$ cat src/rtl/interrupt_sequencer.sv
// 6502-style interrupt/reset sequencer: T0..T6 stack push and vector fetch for RES/NMI/IRQ/BRK.
// Define NMI_HIJACK_EN to let a pending NMI take over the vector of an IRQ/BRK sequence up to T4.
module interrupt_sequencer (
    input  logic       phi2,
    input  logic       rst,
    input  logic       nmi_n,
    input  logic       irq_n,
    input  logic       brk,
    input  logic       inst_end,
    input  logic       flag_I,
    output logic       busy,
    output logic [2:0] t_state,
    output logic       rw,
    output logic       pch_db,
    output logic       pcl_db,
    output logic       p_db,
    output logic       s_adl,
    output logic       s_dec,
    output logic       b_flag,
    output logic       O_ADL0,
    output logic       O_ADL1,
    output logic       O_ADL2,
    output logic       dl_pcl,
    output logic       dl_pch,
    output logic       set_I,
    output logic       int_done
);

`ifdef NMI_HIJACK_EN
    localparam bit HijackEn = 1'b1;
`else
    localparam bit HijackEn = 1'b0;
`endif

    typedef enum logic [2:0] {StIdle, StT0, StT1, StT2, StT3, StT4, StT5, StT6} state_e;
    typedef enum logic [1:0] {SrcRes, SrcNmi, SrcIrq, SrcBrk} src_e;

    state_e state_q, state_d;
    src_e   src_q, src_d;
    src_e   vec_q, vec_d;   // vector class; differs from src_q only after a hijack
    logic   res_pend_q, res_pend_d;
    logic   nmi_pend_q, nmi_pend_d;
    logic   nmi_n_q, nmi_n_d;
    logic   irq_ok;
    logic   early;
    logic [2:0] oadl;

    always_comb begin
        state_d    = state_q;
        src_d      = src_q;
        vec_d      = vec_q;
        res_pend_d = res_pend_q;
        nmi_n_d    = nmi_n;
        irq_ok     = ~irq_n & ~flag_I;
        early      = (state_q == StT0) || (state_q == StT1) || (state_q == StT2) ||
                     (state_q == StT3) || (state_q == StT4);

        nmi_pend_d = nmi_pend_q;
        if (state_q == StT5 && vec_q == SrcNmi) nmi_pend_d = 1'b0;
        // A fresh edge on the clearing cycle must not be lost.
        if (nmi_n_q && !nmi_n) nmi_pend_d = 1'b1;

        unique case (state_q)
            StIdle: begin
                if (res_pend_q) begin
                    state_d = StT0;
                    src_d   = SrcRes;
                    vec_d   = SrcRes;
                end else if (inst_end && (nmi_pend_q || irq_ok || brk)) begin
                    state_d = StT0;
                    if (nmi_pend_q)  src_d = SrcNmi;
                    else if (irq_ok) src_d = SrcIrq;
                    else             src_d = SrcBrk;
                    vec_d = src_d;
                end
            end
            StT6: begin
                state_d    = StIdle;
                res_pend_d = 1'b0;
            end
            default: state_d = state_e'(state_q + 3'd1);
        endcase

        if (HijackEn && early && nmi_pend_q && (src_q == SrcIrq || src_q == SrcBrk)) begin
            vec_d = SrcNmi;
        end
    end

    always_ff @(posedge phi2) begin
        if (rst) begin
            state_q    <= StIdle;
            src_q      <= SrcRes;
            vec_q      <= SrcRes;
            res_pend_q <= 1'b1;
            nmi_pend_q <= 1'b0;
            nmi_n_q    <= 1'b1;
        end else begin
            state_q    <= state_d;
            src_q      <= src_d;
            vec_q      <= vec_d;
            res_pend_q <= res_pend_d;
            nmi_pend_q <= nmi_pend_d;
            nmi_n_q    <= nmi_n_d;
        end
    end

    always_comb begin
        busy     = (state_q != StIdle);
        t_state  = (state_q == StIdle) ? 3'd0 : 3'(state_q - 3'd1);
        rw       = 1'b1;
        pch_db   = 1'b0;
        pcl_db   = 1'b0;
        p_db     = 1'b0;
        s_adl    = 1'b0;
        s_dec    = 1'b0;
        b_flag   = 1'b0;
        dl_pcl   = 1'b0;
        dl_pch   = 1'b0;
        set_I    = 1'b0;
        int_done = 1'b0;
        oadl     = 3'b111;

        unique case (state_q)
            StT2, StT3, StT4: begin
                s_adl = 1'b1;
                s_dec = 1'b1;
                // Reset walks the stack pointer but never writes memory.
                if (src_q != SrcRes) begin
                    rw     = 1'b0;
                    pch_db = (state_q == StT2);
                    pcl_db = (state_q == StT3);
                    p_db   = (state_q == StT4);
                    b_flag = (state_q == StT4) && (src_q == SrcBrk);
                end
            end
            StT5: begin
                dl_pcl = 1'b1;
                set_I  = 1'b1;
                case (vec_q)
                    SrcNmi:  oadl = 3'b010;
                    SrcRes:  oadl = 3'b100;
                    default: oadl = 3'b110;
                endcase
            end
            StT6: begin
                dl_pch   = 1'b1;
                int_done = 1'b1;
                case (vec_q)
                    SrcNmi:  oadl = 3'b011;
                    SrcRes:  oadl = 3'b101;
                    default: oadl = 3'b111;
                endcase
            end
            default: ;
        endcase

        {O_ADL2, O_ADL1, O_ADL0} = oadl;
    end

endmodule

$ cat config.mk
export PLATFORM = sky130hd
export DESIGN_NAME = interrupt_sequencer
export DESIGN_NICKNAME = d
export VERILOG_FILES = /design/src/rtl/interrupt_sequencer.sv
export SDC_FILE = /design/constraint.sdc
export NUM_CORES = 1
export LEC_CHECK = 0
export ABC_AREA = 1
export CELL_PAD_IN_SITES_DETAIL_PLACEMENT = 0
export CELL_PAD_IN_SITES_GLOBAL_PLACEMENT = 1
export CORE_MARGIN = 5
export CORE_UTILIZATION = 27
export DETAILED_ROUTE_END_ITERATION = 12
export PLACE_DENSITY = 0.75
export SYNTH_ARGS = -nofsm -noshare
export SYNTH_HDL_FRONTEND = slang
export SYNTH_SLANG_ARGS = --single-unit
$ cat constraint.sdc
create_clock -name phi2 -period 1.57 [get_ports phi2]
set_clock_uncertainty 0.1 [all_clocks]
set_input_delay 0.314 -clock phi2 [delete_from_list [all_inputs] [get_ports phi2]]
set_output_delay 0.314 -clock phi2 [all_outputs]
set_load 0.01 [all_outputs]
==> qor.yml <==
detailed_routing:
  drc: 0
  drt_iter0_drc: 5
  wirelength_mm: 1.68
  postRouteAntennaNets: 0
  firstDrtPassIters: 4
  wl_per_cell_um: 10.9
  vias: 666
  viasPerCell: 4.30
die:
  ios: 25
  core_sq_mm: 0.00202
  die_x_um: 56.6
  start_util: 0.290
  dieArea_sq_mm: 0.00320
  rows: 16
  fp.dieH_um: 56.6
timing:
  finalSetupViolCount: 17
  hold_slack_ns: 0.342
  period_share: 1.10
  setup_tns_ns: -1.55
  fmax_ghz: 0.577
  finalCriticalPeriod_ns: 1.73
  hold_viol: 0
  grt_setup_unrepaired: "true"
  maxSlewViolCount: 0
  worst_slew_pin_slew_ns: 0.242
  max_slew_margin: 0.838
  setup_slack_ns: -0.164
setup_path:
  cpPeakStageDelay_ns: 0.38
  cpMostUsedCell: "inv_4"
  critPathTopFamily: "flip-flops"
  startpoint_type: "flop"
  critical_path_buf_inv_count: 4
  critical_path.startpoint: "state_q[1]"
  arrival_ns: 1.32
  crit_cells: 7
  critPathCaptureType: "output port"
  timing.rr.start: "state_q[1]"
  crit_fanout: 4
  crit_chain: "inv_4, ha_4, buf_4, nand2_4, inv_4, nor2_2, buf_2"
  cp_slowest_cell: "dfxtp_4"
  rr_endpoint: "state_q[1]"
  setup.worst_path.end: "t_state[0]"
  path_class: "reg2out"
  required_ns: 1.16
  r2r_slack_ns: 0.10
  r2r_cells: 9
status:
  status: "finished with violations"
  violations: "negative setup slack"
logic_synthesis:
  synth_cell_types: 20
  synth.net_count: 100
  netlist_area_sq_um: 586
  syn_inst: 86
  syn_avg_cell_area_sq_um: 6.81
  ys_warn_count: 0
  ys_ff_latch: 8
  yosysSeqAreaShare: 0.274
global_routing:
  antenna_found_initial: 0
  grt_usage: 0.109
  grt_remaining_overflow: 0
  grt_max_degree: 8
  grt_pass1_vias: 666
  grt_pass1_wl_mm: 2.82
power:
  switching_share: 0.421
  pwr-share-comb: 0.643
  p_int_uw: 788
  p_switching_uw: 572
  p_clk_frac: 0.113
  p_per_area_mw_per_mm2: 1260
  leakagePower_nw: 0.531
  pwr-share-seq: 0.244
  irDropWorstVdd_uv: 652
layout:
  regArea_sq_um: 171
  multi_input_area_sq_um: 454
  syn_to_final_growth_pct: 84.4
  drive_above_1_share: 0.563
  n_antenna_cell: 0
  nets: 144
  fillers: 203
clock_tree:
  hold_buffers: 0
  root_buffer: "clkbuf_4"
  clockBufferDepth: 2
  cts.sinks: 8
  numCtsBuffers: 3
  clk_pin_slew_worst_paths_ns: 0.05
  clock_latency_ns: 0.25
  cts_tree: "done"
  cts-htree-levels: 1
place:
  routabilityCongestion: 0.703
  hpwlAfterDp_mm: 1.19
  port_buffers: 24
min_path:
  hp-class: "reg2reg"
run:
  drv_cap: 0
metal layers:
layer	global-route usage	wire length [um]
met1	0.119	682
met4	0.0102	0
met2	0.196	876
met5	0	0
met3	0.0528	124
metrics by stage:
step | util | instances | power, mW | worst slack [ns] | area, sq um
after floorplan | - | 86 | 0.674 | 0.0275 | 588
after global placement | 0.452 | 144 | 0.975 | -0.369 | 915
after detailed placement | 0.452 | 144 | 0.980 | -0.378 | 915
after CTS | 0.498 | 152 | 1.24 | -0.156 | 1010
after global routing | 0.534 | 155 | 1.49 | -0.259 | 1080
final | 0.534 | 155 | 1.36 | -0.164 | 1080
sequential cells by signal, indices dropped and copies added (netlist names):
name,cells
nmi_pend_q,1
nmi_n_q,1
res_pend_q,1
vec_q,2
state_q,3
worst min path at each step:
stage	depth (start not counted)	startpoint	endpoint	slack [ns]
finish	2	nmi_n_q	nmi_pend_q	0.34
global route	2	nmi_n_q	nmi_pend_q	0.39
detailed placement	2	nmi_n_q	nmi_pend_q	0.34
CTS	2	nmi_n_q	nmi_pend_q	0.34
floorplan	1	rst	state_q[0]	0.28
global placement	2	nmi_n_q	nmi_pend_q	0.33
kinds of logic after synthesis:
family / after synthesis / share of synthesized area
simple gates: 41 / 0.312
buf+inv: 18 / 0.139
compound gates: 12 / 0.126
flops: 8 / 0.273
fa+ha+maj: 7 / 0.150
synth_stat cells, drive strengths merged:
library cell	instances	area, sq um
buf	3	22.5
dfxtp	8	160
a21oi	3	18.8
nor3	1	5.00
nand2	21	88.8
inv	15	58.8
nand3	4	25.0
ha	7	87.6
or2	2	12.5
o211ai	1	7.51
nor2	13	51.3
o21ai	8	47.6
power by group through the flow:
stage	Sequential [mW]	Clock, mW	Combinational [mW]
floorplan	0.289	0	0.385
global placement	0.298	0	0.677
finish	0.331	0.154	0.874
CTS	0.324	0.163	0.754
global route	0.341	0.176	0.975
detailed placement	0.298	0	0.682
worst reg2reg max path, stage by stage (launching register included):
cell	delay (ns)
dfxtp_4	0.36
inv_4	0.09
ha_4	0.17
buf_4	0.13
nand2_4	0.06
inv_4	0.06
buf_4	0.15
nand3_2	0.09
nor2_1	0.12
nor2_2	0.05
area by class of cell:
class,instances,share of cell area
timing repair buffer,42,0.307
clock buffer,3,0.0209
multi-input combinational,60,0.421
inverter,15,0.0614
sequential,8,0.159
tap,27,0.0313
cell usage in the layout (no fill, tap or decap), types with 3 or more instances in the layout:
master,netlist,layout
nand2_4,1,3
clkbuf_4,0,3
buf_2,0,13
clkdlybuf4s50_1,0,6
nand2_2,1,3
nand3_1,3,3
inv_2,1,3
ha_4,0,6
buf_4,3,14
dfxtp_4,0,3
nor2_1,12,8
inv_4,1,4
inv_1,13,8
buf_6,0,8
nand2_1,19,15
o21ai_0,6,4
nor2_2,1,4
dfxtp_1,8,5
what timing repair did:
item	in CTS	in global routing
buffers inserted	5	3
endpoints found under the setup margin	18	17
gates resized for setup	104	11
pin swaps	11	2
Note: power is estimated with default switching activity, not from simulation.
